===== src/rtl/serial_rho_seq.sv =====
// serial_rho_seq: column-serial rho for SWAN256.
// Loads four columns a0..a3 of a half-state, folding them into the parity
// P = a0^a1^a2^a3 on the way in, then streams out y_i = P ^ a_i. Each y_i is
// the XOR of the three other columns. Load and emit never overlap.

// One column buffer slot: captures the stream word when its index is loaded.
module serial_rho_slot #(
  parameter int W = 32
) (
  input  logic         clk,
  input  logic         rst_n,
  input  logic         we_i,
  input  logic [0:W-1] d_i,
  output logic [0:W-1] q_o
);
  logic [0:W-1] q_q;

  // Hold the column until the next frame overwrites this slot.
  always_ff @(posedge clk or negedge rst_n) begin
    if (!rst_n)    q_q <= '0;
    else if (we_i) q_q <= d_i;
  end

  assign q_o = q_q;
endmodule

module serial_rho_seq #(
  parameter int BLOCK_SIZE  = 256,
  parameter int SIDE_SIZE   = BLOCK_SIZE / 2,
  parameter int COLUMN_SIZE = SIDE_SIZE / 4
) (
  input  logic                   clk,
  input  logic                   rst_n,
  input  logic                   clr,
  input  logic                   in_valid,
  output logic                   in_ready,
  input  logic [0:COLUMN_SIZE-1] in_data,
  output logic                   out_valid,
  input  logic                   out_ready,
  output logic [0:COLUMN_SIZE-1] out_data,
  output logic                   out_last,
  output logic                   busy
);
  localparam int NCOL = 4;

  typedef enum logic {LOAD = 1'b0, EMIT = 1'b1} state_e;

  state_e                                 state_q;
  logic [1:0]                             cnt_q;
  logic [0:COLUMN_SIZE-1]                 par_q;
  logic [NCOL-1:0][0:COLUMN_SIZE-1]       buf_q;
  logic [NCOL-1:0]                        buf_we;
  logic                                   accept;
  logic                                   xfer;
  logic                                   last_col;

  // Handshake qualifiers. Reset and clr both gate the stream flags so no
  // transfer can be counted while the frame is being dropped.
  assign in_ready  = rst_n && (state_q == LOAD) && !clr;
  assign out_valid = rst_n && (state_q == EMIT) && !clr;
  assign accept    = in_valid && in_ready;
  assign xfer      = out_valid && out_ready;
  assign last_col  = (cnt_q == 2'd3);

  // Output column comes from registers only; forced to zero when not valid
  // so downstream never sees stale buffer contents.
  assign out_data = out_valid ? (buf_q[cnt_q] ^ par_q) : '0;
  assign out_last = out_valid && last_col;
  assign busy     = rst_n && ((state_q == EMIT) || (cnt_q != 2'd0));

  // Column buffer: one slot per column, written in arrival order.
  for (genvar c = 0; c < NCOL; c++) begin : g_slot
    assign buf_we[c] = accept && (cnt_q == 2'(c));
    serial_rho_slot #(.W(COLUMN_SIZE)) u_slot (
      .clk   (clk),
      .rst_n (rst_n),
      .we_i  (buf_we[c]),
      .d_i   (in_data),
      .q_o   (buf_q[c])
    );
  end

  // Sequencer: column counter, running parity and LOAD/EMIT phase.
  always_ff @(posedge clk or negedge rst_n) begin
    if (!rst_n) begin
      state_q <= LOAD;
      cnt_q   <= 2'd0;
      par_q   <= '0;
    end else if (clr) begin
      state_q <= LOAD;
      cnt_q   <= 2'd0;
      par_q   <= '0;
    end else begin
      case (state_q)
        LOAD: begin
          if (accept) begin
            par_q <= par_q ^ in_data;
            if (last_col) begin
              state_q <= EMIT;
              cnt_q   <= 2'd0;
            end else begin
              cnt_q <= cnt_q + 2'd1;
            end
          end
        end
        EMIT: begin
          if (xfer) begin
            if (last_col) begin
              state_q <= LOAD;
              cnt_q   <= 2'd0;
              par_q   <= '0;
            end else begin
              cnt_q <= cnt_q + 2'd1;
            end
          end
        end
        default: begin
          state_q <= LOAD;
          cnt_q   <= 2'd0;
          par_q   <= '0;
        end
      endcase
    end
  end
endmodule


===== config.mk =====
export PLATFORM = sky130hd
export DESIGN_NAME = serial_rho_seq
export DESIGN_NICKNAME = d
export VERILOG_FILES = /design/src/rtl/serial_rho_seq.sv
export SDC_FILE = /design/constraint.sdc
export NUM_CORES = 1
export LEC_CHECK = 0
export ABC_AREA = 1
export BUFFER_PORTS_ARGS = -buffer_cell sky130_fd_sc_hd__buf_2
export CAP_MARGIN = 20
export CORE_ASPECT_RATIO = 0.6
export CORE_MARGIN = 2
export CORE_UTILIZATION = 28
export CTS_CLUSTER_SIZE = 12
export DETAILED_ROUTE_END_ITERATION = 10
export PLACE_DENSITY_LB_ADDON = 0.15
export RECOVER_POWER = 25
export SYNTH_ARGS = -nofsm -noshare
export SYNTH_HDL_FRONTEND = slang
export SYNTH_SLANG_ARGS = --single-unit

===== constraint.sdc =====
create_clock -name clk -period 1.6 [get_ports clk]
set_input_delay 0.32 -clock clk [delete_from_list [all_inputs] [get_ports clk]]
set_output_delay 0.32 -clock clk [all_outputs]
set_load 0.02 [all_outputs]

==> results of run 1 <==
## sequential cells by signal (all words and copies together), names as in the netlist
signal and flops:
state_q 1, cnt_q 2, g_slot.u_slot.q_o 128, par_q 32
## logic make-up (layout without fill, tap and decap cells)
family,Yosys count,count (layout)
DFF,163,163
other,0,1
adders and majority gates,4,4
buffers and inverters,67,192
AOI/OAI and AO/OA,69,69
and+or+nand+nor,825,825
## worst min-delay path: stages
cell and delay (ns):
buf_2 0.13, nand2_1 0.06, nand2_1 0.04
## repair_timing
item                                    4_1_cts  5_1_grt
gates resized for setup                     109      177
buffers inserted                              6        7
hold endpoints to repair                     12        0
gates cloned                                  2       15
hold buffers                                  1        0
pin swaps                                     7       53
endpoints found under the setup margin      132      185
## stage by stage
stage	cell area, um^2	hold WS, ns	std cells	worst slack, ns	utilization
6_report	11860	0.1510	1654	-0.5567	0.4097
5_1_grt	11860	0.1426	1654	-0.6400	0.4097
4_1_cts	10840	0.04684	1633	-0.5707	0.3743
3_5_place_dp	9644	0.4254	1592	-0.1482	0.3332
3_3_place_gp	9644	0.4283	1592	-0.1435	0.3332
2_1_floorplan	8482	0.02441	1128	-0.02984	-
## where the power goes
part	switching [mW]	internal, mW	total (mW)
logic	2.71	1.95	4.66
clock network	1.79	3.13	4.92
registers	0.901	5.37	6.27
## layout make-up
cell class	instances	area, um^2	area share
Timing Repair Buffer	150	1667	0.1405
Clock buffer	19	442.9	0.03735
Antenna cell	1	2.502	0.0002110
Inverter	10	50.05	0.004220
Clock inverter	13	254.0	0.02142
Sequential cell	163	4081	0.3441
Multi-Input combinational cell	898	4862	0.4100
Tap cell	400	500.5	0.04220
## path summary, 6_finish.rpt
kind / cells past startpoint / to / slack [ns]
setup / recovery: 8 / out_data[14] / -0.56
hold / removal: 3 / g_slot[3].u_slot.q_o[6]$_DFFE_PN0P_ / 0.15
setup reg to reg: 9 / g_slot[2].u_slot.q_o[22]$_DFFE_PN0P_ / -0.18
hold reg to reg: 2 / g_slot[0].u_slot.q_o[14]$_DFFE_PN0P_ / 0.48
max in group asynchronous: 3 / cnt_q[1]$_DFFE_PN0P_ / 0.11
min in group asynchronous: 3 / g_slot[3].u_slot.q_o[15]$_DFFE_PN0P_ / 0.44
## placed cells by master (no fill, tap or decap), types with 7 or more instances in the layout
| cell | Yosys | layout |
|---|---|---|
| buf_6 | 12 | 38 |
| nand2_2 | 1 | 57 |
| nor2_4 | 1 | 24 |
| buf_12 | 0 | 19 |
| o21ai_1 | 34 | 29 |
| or2_2 | 32 | 32 |
| buf_4 | 0 | 38 |
| nand3_2 | 0 | 56 |
| bufinv_16 | 0 | 7 |
| dfrtp_1 | 163 | 161 |
| clkbuf_16 | 0 | 28 |
| nand3_1 | 128 | 66 |
| nand2_4 | 1 | 12 |
| a21oi_2 | 0 | 28 |
| nand2_1 | 621 | 551 |
| nor2_2 | 1 | 10 |
| buf_2 | 31 | 35 |
## metal layers
metal	up-vias	track usage
li1	3797	-
met1	3702	0.2697
met2	153	0.2555
met3	23	0.03284
met4	0	0.05373
met5	-	0
==> reports/qor.csv, run 1 <==
stage,metric,value,unit
die,die_area,31050,um^2
finish,drive_gt1_frac,0.3424,
synth,yosys.cell_types.count,22,
critical_path,critPathKind,flip-flop to output pin,
routing,routedLengthMet1,15050,um
clock_network,root_buffer,clkbuf_16,
synth,synth_fa_ha_area_frac,0.006036,
die,core_region_area,28950,um^2
global_routing,grt_overflow,0,
sta,min_period,2.157,ns
synth,synth_xor_area_frac,0,
die,die_y,137.3,um
die,initial_core_util,0.2864,
routing,first_iter_violations,589,
synth,synth_top_family_by_area,simple AND/OR/NAND/NOR gates,
min_path,min_path_type,primary input to flip-flop,
routing,num_vias,7675,
min_path,min_from,in_data[6],
synth,netlist_instances,1128,
routing,route.detailed.drc,0,
critical_path,critPathBufInv,3,
power,peakVddDrop,0.7057,mV
synth,ys_ff_latch,163,
sta,fin_crit_sh,1.348,
clock_network,clockBufferDepth,2,
critical_path,required,1.28,ns
synth,synth-compound-area-share,0.04165,
synth,synthArstFlopShare,1.000,
synth,synth_area_per_cell,7.351,um^2
clock_network,clock_latency,0.45,ns
routing,wl_per_cell,17.36,um
synth,synth_commonest_cells,"621 x nand2_1, 163 x dfrtp_1, 128 x nand3_1",
critical_path,crit_start,cnt_q[0]$_DFFE_PN0P_,
clock_network,path_clk_slew,0.07,ns
global_routing,grt_pass1_vias,7105,
placed_design,dpl.hpwl,16680,um
routing,final_antenna_net_count,0,
synth,synth-simple-area-share,0.4145,
synth,synth_top_area_share,0.4919,
clock_network,cts_made_buffers,17,
synth,yosysSeqAreaShare,0.4919,
sta,setup_viol,149,
critical_path,crit_top_cell,nand3_2,
routing,met3_wirelength,1075,um
finish,n_fill_cell,2906,
sta,fin_skew,0.01030,ns
sta,finalHoldViolations,0,
sta,tightest_slew,1.231,ns
synth,synth_nets,1169,
finish,fin_nets,1281,
sta,final.setup.worst_slack,-0.5567,ns
power,finalPower,15.85,mW
global_routing,grt_max_degree,125,
synth,synth-edff-count,0,
sta,rsz0062_at_grt,yes,
critical_path,crit_arrival,1.84,ns
placed_design,portBuffers,72,
power,powerDensity,1336,nW/um^2
routing,top_layer,met4,
clock_network,cts_tree,done,
power,leakage,5.668,nW
status,run_status,"complete, but fails checks",
clock_network,h-tree-depth,4,
routing,first_pass_iters,4,
critical_path,cp_top_family,flip-flops,
synth,ys.flop_type,dfrtp_1,
die,die_w,226.2,um
synth,synth.area.top_cells,"dfrtp_1 49%, nand2_1 28%, nand3_1 7.7%, or2_2 2.4%, o21ai_1 2.1%",
global_routing,antenna_found_initial,1,
critical_path,critPathSlowestCell,dfrtp_2,
clock_network,cts_num_sinks,163,
finish,syn2layout_area_growth,43.04,%
die,rows,48,
synth,synth_area_leader_cell,dfrtp_1,
die,ios,73,
critical_path,endpoint_kind,output pin,
critical_path,worstPathMaxFanout,7,
synth,netlist_area,8292,um^2
routing,wl_met2,12250,um
synth,post-synth-top-count-cell,nand2_1,
flow_run,maxCapViolCount,0,
synth,yosys_warnings,0,
global_routing,grt_pass1_wl,41950,um
sta,finalSetupTns,-36.60,ns
critical_path,crit_chain,buf_8 -> clkbuf_16 -> nand2_2 -> nand3_2 -> nand3_2 -> nand2_1 -> nor2_2 -> buf_6,
status,violations,negative setup slack,
critical_path,cp-start-kind,flip-flop,
synth,post_synth_mux_area_share,0,
sta,max-slew-margin-rel,0.1796,
placed_design,place.gp.congestion,0.7712,
global_routing,grt.total_usage,0.1783,
routing,wirelength,28710,um
critical_path,critPathMaxStageDelay,0.48,ns
critical_path,r2r_start,cnt_q[0]$_DFFE_PN0P_,
sta,drv_slew,0,
routing,via_per_inst,4.640,
sta,max_freq,463.7,MHz
No activity file was read; power rests on OpenSTA's default activity.
==> run 2: changes to the inputs <==
- RECOVER_POWER: 25 -> 100
==> run 2 against run 1 <==
The flow still finishes with violations (negative setup slack). Non-clock buffer count unchanged. Worst hold slack about the same. Total power unchanged.
==> reports/qor.csv, run 2 (synthesis results as in run 1) <==
stage,metric,value,unit
die,die_y,137.3,um
finish,drive_gt1_frac,0.3424,
sta,fin_skew,0.01067,ns
critical_path,cp_top_family,flip-flops,
sta,min_period,2.157,ns
routing,first_pass_iters,5,
critical_path,worstPathMaxFanout,7,
clock_network,clockBufferDepth,2,
global_routing,grt_pass1_wl,41950,um
routing,final_antenna_net_count,0,
sta,rsz0062_at_grt,yes,
routing,first_iter_violations,590,
sta,drv_slew,0,
placed_design,place.gp.congestion,0.7712,
global_routing,antenna_found_initial,1,
status,run_status,"complete, but fails checks",
critical_path,critPathBufInv,3,
die,initial_core_util,0.2864,
finish,final_common_cell,nand2_1,
sta,setup_viol,150,
clock_network,h-tree-depth,4,
finish,mostFrequentLayoutCells,"551 x nand2_1, 161 x dfrtp_1, 66 x nand3_1",
die,die_w,226.2,um
finish,fin_nets,1281,
sta,tightest_slew,1.232,ns
finish,syn2layout_area_growth,43.01,%
clock_network,cts_made_buffers,17,
clock_network,clock_latency,0.45,ns
sta,fin_crit_sh,1.348,
power,powerDensity,1337,nW/um^2
finish,finish.utilization,0.4096,
die,rows,48,
critical_path,cp-start-kind,flip-flop,
critical_path,required,1.28,ns
critical_path,crit_arrival,1.84,ns
clock_network,root_buffer,clkbuf_16,
sta,max-slew-margin-rel,0.1789,
finish,fin_cells,1654,
global_routing,grt.total_usage,0.1783,
routing,num_vias,7671,
die,core_region_area,28950,um^2
global_routing,grt_max_degree,125,
critical_path,crit_top_cell,nand3_2,
critical_path,endpoint_kind,output pin,
power,leakage,5.667,nW
global_routing,grt_pass1_vias,7105,
power,peakVddDrop,0.7059,mV
critical_path,critPathSlowestCell,dfrtp_2,
placed_design,dpl.hpwl,16680,um
clock_network,path_clk_slew,0.07,ns
routing,wl_per_cell,17.36,um
min_path,min_path_type,primary input to flip-flop,
finish,largest_register_ffs,128,
clock_network,cts_tree,done,
critical_path,critPathMaxStageDelay,0.48,ns
status,violations,negative setup slack,
die,ios,73,
sta,finalHoldViolations,0,
sta,hold_ws,0.1509,ns
critical_path,critPathKind,flip-flop to output pin,
power,finalPower,15.85,mW
placed_design,placed_cells,1592,
routing,via_per_inst,4.638,
sta,max_freq,463.6,MHz
routing,wirelength,28710,um
sta,finalSetupTns,-37.42,ns
placed_design,portBuffers,72,
critical_path,crit_chain,buf_8 -> clkbuf_16 -> nand2_2 -> nand3_2 -> nand3_2 -> nand2_1 -> nor2_2 -> buf_6,
die,die_area,31050,um^2
sta,final.setup.worst_slack,-0.5572,ns
clock_network,cts_num_sinks,163,
routing,route.detailed.drc,0,
global_routing,grt_overflow,0,
flow_run,maxCapViolCount,0,
[run 2: worst paths after layout]
| check | start | end | slack, ns | cells past startpoint |
|---|---|---|---|---|
| worst max-delay path | cnt_q[0]$_DFFE_PN0P_ | out_data[14] | -0.56 | 8 |
| worst min-delay path | in_data[6] | g_slot[3].u_slot.q_o[6]$_DFFE_PN0P_ | 0.15 | 3 |
| worst max register to register | cnt_q[0]$_DFFE_PN0P_ | g_slot[2].u_slot.q_o[22]$_DFFE_PN0P_ | -0.18 | 9 |
| worst min register to register | g_slot[0].u_slot.q_o[14]$_DFFE_PN0P_ | g_slot[0].u_slot.q_o[14]$_DFFE_PN0P_ | 0.48 | 2 |
| max in group asynchronous | rst_n | cnt_q[1]$_DFFE_PN0P_ | 0.11 | 3 |
| min in group asynchronous | rst_n | g_slot[3].u_slot.q_o[15]$_DFFE_PN0P_ | 0.44 | 3 |
[run 2: worst reg2reg max path, cell delays in order, from the launching register on]
cell	delay (ns)
dfrtp_2	0.48
inv_8	0.17
buf_16	0.17
buf_4	0.16
ha_1	0.17
inv_1	0.10
nor2_8	0.19
buf_12	0.16
nand2_1	0.07
nand2_1	0.06
[run 2: layout make-up]
type,instances,area (um^2)
diodes,1,2.502
clock inverters,13,254.0
clock buffers,19,442.9
repair buffers,150,1664
multi-input cells,898,4862
flip-flops and latches,163,4081
well taps,400,500.5
fillers,2907,17090
inverters,10,50.05
[run 2: metrics by stage]
| stage | setup WS (ns) | instance area, um^2 |
|---|---|---|
| 6_report | -0.5572 | 11860 |
| 2_1_floorplan | -0.02984 | 8482 |
| 3_5_place_dp | -0.1482 | 9644 |
| 5_1_grt | -0.6400 | 11860 |
| 3_3_place_gp | -0.1435 | 9644 |
| 4_1_cts | -0.5707 | 10840 |
[run 2: per-layer routing]
layer / vias up / global-route usage / wire length (um) / share of wire
met5: - / 0 / 0 / 0
met4: 0 / 0.05373 / 344 / 0.012
met3: 23 / 0.03284 / 1105 / 0.038
met2: 159 / 0.2555 / 12240 / 0.43
met1: 3692 / 0.2697 / 15020 / 0.52
li1: 3797 / - / - / -
[run 2: timing repair]
| action | in CTS | in global routing |
|---|---|---|
| cloned | 2 | 15 |
| hold endpoints to repair | 12 | 0 |
| gates resized for setup | 109 | 177 |
| setup buffers | 6 | 7 |
| setup endpoints to repair | 132 | 185 |
| pin swaps | 7 | 53 |
| hold buffers | 1 | 0 |
[run 2: power by group]
| part | total [mW] | switching [mW] | internal (mW) |
|---|---|---|---|
| clock network | 4.92 | 1.79 | 3.13 |
| registers | 6.27 | 0.900 | 5.37 |
| logic | 4.66 | 2.71 | 1.95 |
